[src/rtl/host_rd_arb_pkg.sv]
// Shared constants and the round-robin search helper for host_rd_arbiter.
// The top's optional perf counters are enabled with HOST_RD_ARB_PERF_EN.
package host_rd_arb_pkg;

  localparam logic [2:0] AXSIZE_64B   = 3'b110;
  localparam logic [1:0] AXBURST_INCR = 2'b01;

  // Widest request vector the search helper handles.
  localparam int unsigned RR_MAX_N = 16;
  localparam int unsigned RR_IDX_W = 4;

  localparam int unsigned DEF_MAX_OUTSTANDING = 4;
  localparam int unsigned OUTST_W = $clog2(DEF_MAX_OUTSTANDING + 1);

  function automatic int unsigned outst_width(input int unsigned max_outst);
    return $clog2(max_outst + 1);
  endfunction

  typedef struct packed {
    logic                found;
    logic [RR_IDX_W-1:0] idx;
  } rr_pick_t;

  // First set bit of req[0..n-1] at or after ptr, wrapping n-1 -> 0.
  function automatic rr_pick_t rr_next_grant(input logic [RR_MAX_N-1:0] req,
                                             input logic [RR_IDX_W-1:0] ptr,
                                             input int unsigned         n);
    rr_pick_t    res;
    int unsigned j;
    res = '0;
    for (int unsigned k = 0; k < RR_MAX_N; k++) begin
      j = (32'(ptr) + k) % n;
      if ((k < n) && !res.found && req[RR_IDX_W'(j)]) begin
        res.found = 1'b1;
        res.idx   = RR_IDX_W'(j);
      end
    end
    return res;
  endfunction

endpackage

[src/rtl/host_rd_arbiter_rr_arbiter.sv]
// Round-robin arbiter: request vector and pointer in, one-hot grant plus
// encoded index out. Purely combinational; the caller owns the pointer.
module rr_arbiter
  import host_rd_arb_pkg::*;
#(
  parameter int unsigned N     = 8,
  parameter int unsigned IDX_W = 3
) (
  input  logic [N-1:0]     req_i,
  input  logic [IDX_W-1:0] ptr_i,
  input  logic             en_i,
  output logic [N-1:0]     gnt_o,
  output logic [IDX_W-1:0] gnt_idx_o,
  output logic             gnt_valid_o
);

  rr_pick_t pick;

  always_comb begin
    pick        = rr_next_grant(RR_MAX_N'(req_i), RR_IDX_W'(ptr_i), N);
    gnt_valid_o = en_i && pick.found;
    gnt_idx_o   = IDX_W'(pick.idx);
    gnt_o       = '0;
    for (int unsigned i = 0; i < N; i++) begin
      gnt_o[i] = gnt_valid_o && (pick.idx == RR_IDX_W'(i));
    end
  end

endmodule

[src/rtl/host_rd_arbiter.sv]
// Shares one AXI4 host read channel between ENGINE_NUM engines: round-robin AR
// grant into a registered slot, ARID = engine index, R demux by RID.
// Optional grant/stall counters: define HOST_RD_ARB_PERF_EN.
module host_rd_arbiter
  import host_rd_arb_pkg::*;
#(
  parameter int unsigned ENGINE_NUM      = 8,
  parameter int unsigned ENG_IDX_W       = 3,
  parameter int unsigned ID_WIDTH        = 5,
  parameter int unsigned ADDR_WIDTH      = 64,
  parameter int unsigned DATA_WIDTH      = 512,
  parameter int unsigned MAX_OUTSTANDING = DEF_MAX_OUTSTANDING
) (
  input  logic                             clk,
  input  logic                             rst_n,
  input  logic [ENGINE_NUM-1:0]            eng_arvalid,
  output logic [ENGINE_NUM-1:0]            eng_arready,
  input  logic [ENGINE_NUM*ADDR_WIDTH-1:0] eng_araddr,
  input  logic [ENGINE_NUM*8-1:0]          eng_arlen,
  output logic [ENGINE_NUM-1:0]            eng_rvalid,
  input  logic [ENGINE_NUM-1:0]            eng_rready,
  output logic [DATA_WIDTH-1:0]            eng_rdata,
  output logic [1:0]                       eng_rresp,
  output logic                             eng_rlast,
  output logic [ID_WIDTH-1:0]              m_axi_arid,
  output logic [ADDR_WIDTH-1:0]            m_axi_araddr,
  output logic [7:0]                       m_axi_arlen,
  output logic [2:0]                       m_axi_arsize,
  output logic [1:0]                       m_axi_arburst,
  output logic                             m_axi_arvalid,
  input  logic                             m_axi_arready,
  input  logic [ID_WIDTH-1:0]              m_axi_rid,
  input  logic [DATA_WIDTH-1:0]            m_axi_rdata,
  input  logic [1:0]                       m_axi_rresp,
  input  logic                             m_axi_rlast,
  input  logic                             m_axi_rvalid,
  output logic                             m_axi_rready,
  output logic                             o_rid_err,
  output logic                             o_busy
`ifdef HOST_RD_ARB_PERF_EN
  , output logic [ENGINE_NUM*32-1:0]       o_grant_cnt
  , output logic [31:0]                    o_stall_cnt
`endif
);

  // Handshakes: a transfer happens on a rising clk edge where valid && ready.
  // Once raised, valid and its payload stay stable until that edge.

  localparam int unsigned           CNT_W     = outst_width(MAX_OUTSTANDING);
  localparam logic [CNT_W-1:0]      CNT_MAX   = CNT_W'(MAX_OUTSTANDING);
  localparam logic [ENG_IDX_W:0]    ENG_NUM_X = (ENG_IDX_W + 1)'(ENGINE_NUM);
  localparam logic [ENG_IDX_W-1:0]  LAST_ENG  = ENG_IDX_W'(ENGINE_NUM - 1);

  logic                  ar_valid_q, ar_valid_d;
  logic [ID_WIDTH-1:0]   ar_id_q, ar_id_d;
  logic [ADDR_WIDTH-1:0] ar_addr_q, ar_addr_d;
  logic [7:0]            ar_len_q, ar_len_d;
  logic [ENG_IDX_W-1:0]  ptr_q, ptr_d;
  logic [CNT_W-1:0]      outst_q [ENGINE_NUM];
  logic [CNT_W-1:0]      outst_d [ENGINE_NUM];
  logic                  rid_err_q, rid_err_d;

  logic [ADDR_WIDTH-1:0] eng_addr_a [ENGINE_NUM];
  logic [7:0]            eng_len_a  [ENGINE_NUM];
  logic [ENGINE_NUM-1:0] eligible;
  logic [ENGINE_NUM-1:0] gnt;
  logic [ENG_IDX_W-1:0]  gnt_idx;
  logic                  gnt_valid;
  logic                  slot_load;

  logic [ENG_IDX_W-1:0]  rid_idx;
  logic                  rid_ok;
  logic [ENGINE_NUM-1:0] r_last_hs;
  logic [ENGINE_NUM-1:0] inc_v, dec_v, outst_nz;

  always_comb begin
    for (int unsigned i = 0; i < ENGINE_NUM; i++) begin
      eng_addr_a[i] = eng_araddr[i*ADDR_WIDTH +: ADDR_WIDTH];
      eng_len_a[i]  = eng_arlen[i*8 +: 8];
      eligible[i]   = eng_arvalid[i] && (outst_q[i] < CNT_MAX);
    end
  end

  // The slot accepts a new request when empty or draining this very cycle.
  assign slot_load = !ar_valid_q || m_axi_arready;

  rr_arbiter #(
    .N     (ENGINE_NUM),
    .IDX_W (ENG_IDX_W)
  ) u_rr (
    .req_i       (eligible),
    .ptr_i       (ptr_q),
    .en_i        (slot_load && rst_n),
    .gnt_o       (gnt),
    .gnt_idx_o   (gnt_idx),
    .gnt_valid_o (gnt_valid)
  );

  assign eng_arready = gnt;

  always_comb begin
    ar_valid_d = ar_valid_q;
    ar_id_d    = ar_id_q;
    ar_addr_d  = ar_addr_q;
    ar_len_d   = ar_len_q;
    ptr_d      = ptr_q;
    if (slot_load) begin
      ar_valid_d = gnt_valid;
    end
    if (gnt_valid) begin
      ar_id_d   = ID_WIDTH'(gnt_idx);
      ar_addr_d = eng_addr_a[gnt_idx];
      ar_len_d  = eng_len_a[gnt_idx];
      ptr_d     = (gnt_idx == LAST_ENG) ? '0 : gnt_idx + ENG_IDX_W'(1);
    end
  end

  // An RID is routable only if its upper bits are clear and the index exists.
  assign rid_idx = m_axi_rid[ENG_IDX_W-1:0];
  assign rid_ok  = ((m_axi_rid >> ENG_IDX_W) == '0) && ({1'b0, rid_idx} < ENG_NUM_X);

  always_comb begin
    eng_rvalid   = '0;
    r_last_hs    = '0;
    m_axi_rready = 1'b1;
    if (rid_ok) begin
      m_axi_rready = eng_rready[rid_idx];
    end
    for (int unsigned i = 0; i < ENGINE_NUM; i++) begin
      if (rid_ok && (rid_idx == ENG_IDX_W'(i))) begin
        eng_rvalid[i] = m_axi_rvalid;
        r_last_hs[i]  = m_axi_rvalid && eng_rready[i] && m_axi_rlast;
      end
    end
  end

  assign eng_rdata = m_axi_rdata;
  assign eng_rresp = m_axi_rresp;
  assign eng_rlast = m_axi_rlast;

  assign rid_err_d = rid_err_q || (m_axi_rvalid && !rid_ok);

  // A grant and a last beat for the same engine in one cycle cancel out.
  always_comb begin
    for (int unsigned i = 0; i < ENGINE_NUM; i++) begin
      outst_nz[i] = (outst_q[i] != '0);
      inc_v[i]    = gnt[i] && (outst_q[i] != CNT_MAX);
      dec_v[i]    = r_last_hs[i] && outst_nz[i];
      outst_d[i]  = outst_q[i];
      if (inc_v[i] && !dec_v[i]) begin
        outst_d[i] = outst_q[i] + CNT_W'(1);
      end else if (dec_v[i] && !inc_v[i]) begin
        outst_d[i] = outst_q[i] - CNT_W'(1);
      end
    end
  end

  always_ff @(posedge clk) begin
    if (!rst_n) begin
      ar_valid_q <= 1'b0;
      ar_id_q    <= '0;
      ar_addr_q  <= '0;
      ar_len_q   <= '0;
      ptr_q      <= '0;
      rid_err_q  <= 1'b0;
      for (int unsigned i = 0; i < ENGINE_NUM; i++) begin
        outst_q[i] <= '0;
      end
    end else begin
      ar_valid_q <= ar_valid_d;
      ar_id_q    <= ar_id_d;
      ar_addr_q  <= ar_addr_d;
      ar_len_q   <= ar_len_d;
      ptr_q      <= ptr_d;
      rid_err_q  <= rid_err_d;
      for (int unsigned i = 0; i < ENGINE_NUM; i++) begin
        outst_q[i] <= outst_d[i];
      end
    end
  end

  assign m_axi_arvalid = ar_valid_q;
  assign m_axi_arid    = ar_id_q;
  assign m_axi_araddr  = ar_addr_q;
  assign m_axi_arlen   = ar_len_q;
  assign m_axi_arsize  = AXSIZE_64B;
  assign m_axi_arburst = AXBURST_INCR;
  assign o_rid_err     = rid_err_q;
  assign o_busy        = ar_valid_q || (|outst_nz);

`ifdef HOST_RD_ARB_PERF_EN
  logic [31:0] grant_cnt_q [ENGINE_NUM];
  logic [31:0] stall_cnt_q;

  always_ff @(posedge clk) begin
    if (!rst_n) begin
      stall_cnt_q <= '0;
      for (int unsigned i = 0; i < ENGINE_NUM; i++) begin
        grant_cnt_q[i] <= '0;
      end
    end else begin
      if (ar_valid_q && !m_axi_arready) begin
        stall_cnt_q <= stall_cnt_q + 32'd1;
      end
      for (int unsigned i = 0; i < ENGINE_NUM; i++) begin
        if (gnt[i]) begin
          grant_cnt_q[i] <= grant_cnt_q[i] + 32'd1;
        end
      end
    end
  end

  always_comb begin
    for (int unsigned i = 0; i < ENGINE_NUM; i++) begin
      o_grant_cnt[i*32 +: 32] = grant_cnt_q[i];
    end
  end

  assign o_stall_cnt = stall_cnt_q;
`endif

endmodule

[config.mk]
export PLATFORM = sky130hd
export DESIGN_NAME = host_rd_arbiter
export DESIGN_NICKNAME = d
export VERILOG_FILES = /design/src/rtl/host_rd_arb_pkg.sv /design/src/rtl/host_rd_arbiter_rr_arbiter.sv /design/src/rtl/host_rd_arbiter.sv
export SDC_FILE = /design/constraint.sdc
export NUM_CORES = 1
export LEC_CHECK = 0
export ABC_AREA = 0
export BUFFER_PORTS_ARGS = -buffer_cell sky130_fd_sc_hd__buf_2
export CAP_MARGIN = 20
export CORE_AREA = 2 2 683 685
export CTS_CLUSTER_SIZE = 20
export DETAILED_ROUTE_END_ITERATION = 8
export DIE_AREA = 0 0 685 687
export HOLD_SLACK_MARGIN = 0.02
export REMOVE_ABC_BUFFERS = 1
export SETUP_SLACK_MARGIN = 0.02
export SLEW_MARGIN = 20
export SYNTH_ARGS = -nofsm -noshare
export SYNTH_HDL_FRONTEND = slang
export SYNTH_HIERARCHICAL = 1
export SYNTH_SLANG_ARGS = --single-unit
[constraint.sdc]
create_clock -name clk -period 8.94 [get_ports clk]
set_input_delay 1.341 -clock clk [delete_from_list [all_inputs] [get_ports clk]]
set_output_delay 1.341 -clock clk [all_outputs]
set_load 0.005 [all_outputs]
==> flow_metrics.tcl <==
set metrics [dict create \
    worstMarginPinSlew_ns 1.04 \
    finalPower_mw 7.50 \
    drive_gt1_frac 0.514 \
    path_cells "inv_1 -> ha_1 -> mux2i_1 -> mux4_2 -> a22o_2 -> and4_4 -> a21oi_4 -> a2bb2oi_1 -> nor3b_1 -> buf_2" \
    r2r_end "m_axi_araddr[3]$_SDFFE_PN0P_" \
    p_seq_frac 0.113 \
    coreArea_sq_um 463000 \
    synth_area_leaders "buf_4 (29%), dfxtp_1 (15%), mux4_2 (14%)" \
    worst_hold_slack_ns 0.457 \
    cts_buffer_depth 2 \
    yosysSeqAreaShare 0.150 \
    slew_headroom 0.289 \
    rows 250 \
    synth-seq-cells 104 \
    fin_setup_tns_ns 0 \
    synth_flop_cell "dfxtp_1" \
    arrival_ns 5.29 \
    wl_um 548000 \
    ys_warn_count 6 \
    drt_iter0_markers 1875 \
    grt_setup_unrepaired "no" \
    ctsHtreeMaxLevel 3 \
    cp_max_fo 40 \
    layout.nets 2782 \
    intPower_mw 3.15 \
    hold_buffers 0 \
    first_pass_iters 7 \
    cts_setup_buffers 0 \
    viasPerCell 2.17 \
    ys_types 61 \
    cts_resized 0 \
    synth.top_cell.area_share 0.287 \
    p_per_area_nw_per_um2 348 \
    hold_end "o_rid_err$_SDFF_PN0_" \
    grt_max_degree 68 \
    stdcell_area_sq_um 21500 \
    dpl.hpwl_um 531000 \
    grt_pass1_vias 13211 \
    start_util 0.0300 \
    finalSetupViolCount 0 \
    start_kind "register" \
    max_stage_delay_ns 0.93 \
    vias 17271 \
    root_buffer "clkbuf_16" \
    cp-end-kind "output pin" \
    ys_async_sr_fraction 0 \
    synth_edf_count 0 \
    wl_per_cell_um 68.8 \
    fin_crit_ns 6.63 \
    final_cell_mix "buf_2 (697), mux2i_1 (165), dfxtp_1 (104), mux4_2 (88), nand2b_1 (77)" \
    power.leakage_nw 6.32 \
    fin_worst_skew_ns 0.0512 \
    final_common_cell "buf_2" \
    cts_buffers 9 \
    crit_type "reg -> out" \
    hold_depth 2 \
    syn_to_final_growth_pct 55.0 \
    place.gp.congestion 1.31 \
    placed_area_sq_um 20900 \
    yosysTopAreaCell "buf_4" \
    grt_pass1_wl_um 576000 \
    reg2reg_depth 13 \
    fillers 54885 \
    worst_slack_ns 2.31 \
    grt_util_all_layers 0.225 \
    switching_share 0.580 \
    hold_viol 0 \
    switchingPower_mw 4.35 \
    overflow 0 \
    clockPowerShare 0.065 \
    antenna_found_initial 289 \
    outcome "finished, final reports clean" \
    pin_count 1733 \
    port_buffers 697 \
    insertion_delay_ns 0.49 \
    p_comb_frac 0.823 \
    clock_sinks 104 \
    place_inst 7809 \
    synthesis.area_sq_um 13900 \
    syn_area_per_cell_sq_um 9.11 \
    die_h_um 687 \
    maxCapViolCount 0 \
    clkSlewWorstSetupHoldPaths_ns 0.11 \
    preCtsSetupSlack_ns 2.54 \
    cts_tree "built" \
    timing.rr.start "ptr_q[1]$_SDFFE_PN0P_" \
    timing.final.crit_share 0.742 \
    rrSetupSlack_ns 2.63 \
    regArea_sq_um 2080 \
    min-delay-path-class "reg -> reg" \
    irDropWorstVdd_mv 0.484 \
    min-delay-start "o_rid_err$_SDFF_PN0_" \
    required_ns 7.60 \
    die_width_um 685 \
    drt_drc_violations_left 0 \
    ant_nets 0 \
    die-area_sq_um 471000 \
    syn_inst 1526 \
    multi_input_area_sq_um 7350 \
    max_freq_ghz 0.151 \
    slowest_stage "ha_1" \
    finalCoreUtilization 0.0466 \
    layout.cells.non_filler 7966 \
    maxSlewViolCount 0 \
]
## kinds of logic (layout without fill, tap and decap cells)
logic type               count (synthesis)  in the layout  share of synthesized area
AO/OA/AOI/OAI                          206            206                      0.110
XOR/XNOR                                20             20                     0.0126
other                                    2            148                   0.000540
flip-flops                             104            104                      0.150
adder cells (fa/ha/maj)                 20             20                     0.0223
buffers and inverters                  636            756                      0.326
multiplexers                           266            266                      0.272
AND/OR/NAND/NOR                        272            272                      0.107
## cells in the mapped netlist (all sizes together), types with 2 or more instances
master and instances:
ha 12, nand3b 3, a21oi 15, a221oi 3, a31oi 74, nand2b 77, a2bb2oi 2, mux4 88
clkbuf 30, a211oi 2, fa 8, xnor2 3, a211o 2, o22a 72, nand2 19, mux2 10
nand4b 6, a21boi 8, dfxtp 104, or3 12, o211ai 2, nor2b 12, nor3 15, nand4 4
xor2 17, nand3 66, inv 20, conb 2, a22o 2, o21ai 15, nand4bb 2, nor2 47
mux2i 168, nor3b 4, buf 585
## worst max path at each step
stage	startpoint	end	slack [ns]
6_report	ptr_q[1]$_SDFFE_PN0P_	eng_arready[3]	2.31
2_1_floorplan	ptr_q[0]$_SDFFE_PN0P_	m_axi_araddr[0]$_SDFFE_PN0P_	-8.67
5_1_grt	ptr_q[1]$_SDFFE_PN0P_	eng_arready[3]	2.04
3_3_place_gp	ptr_q[1]$_SDFFE_PN0P_	m_axi_arlen[5]$_SDFFE_PN0P_	2.44
4_1_cts	ptr_q[1]$_SDFFE_PN0P_	eng_arready[3]	2.34
3_5_place_dp	ptr_q[1]$_SDFFE_PN0P_	m_axi_araddr[3]$_SDFFE_PN0P_	2.54
## sequential cells by signal, indices dropped and copies added (netlist names)
name	cells
m_axi_araddr	64
m_axi_arid	3
m_axi_arlen	8
m_axi_arvalid	1
o_rid_err	1
outst_q	24
ptr_q	3
## power groups by stage
stage | logic (mW) | clock network [mW] | registers [mW]
6_report | 6.17 | 0.484 | 0.844
5_1_grt | 6.61 | 0.522 | 0.868
4_1_cts | 6.41 | 0.521 | 0.844
3_5_place_dp | 6.39 | 0 | 0.855
3_3_place_gp | 6.38 | 0 | 0.851
2_1_floorplan | 3.75 | 0 | 0.846
## metal layers
| metal | track usage | share of wire |
|---|---|---|
| met2 | 0.397 | 0.49 |
| met1 | 0.0756 | 0.12 |
| met4 | 0.0696 | 0.039 |
| met5 | 0.0704 | 0.010 |
| met3 | 0.362 | 0.34 |
## critical path: cells and delay by family, from the launching register on
kind / cells / cell delay [ns]
muxes: 2 / 0.83
buffers and inverters: 2 / 0.37
adders and majority gates: 1 / 0.93
and+or+nand+nor: 2 / 0.68
DFF: 1 / 0.70
AOI/OAI and AO/OA: 3 / 1.32
## layout make-up
class	instances	share of cell area
tap	6174	0.359
multi-input combinational	791	0.341
timing repair buffer	719	0.170
sequential	104	0.0966
antenna	141	0.0164
clock buffer	10	0.0106
inverter	21	0.00436
clock inverter	6	0.00285
Note: power is estimated with default switching activity, not from simulation.
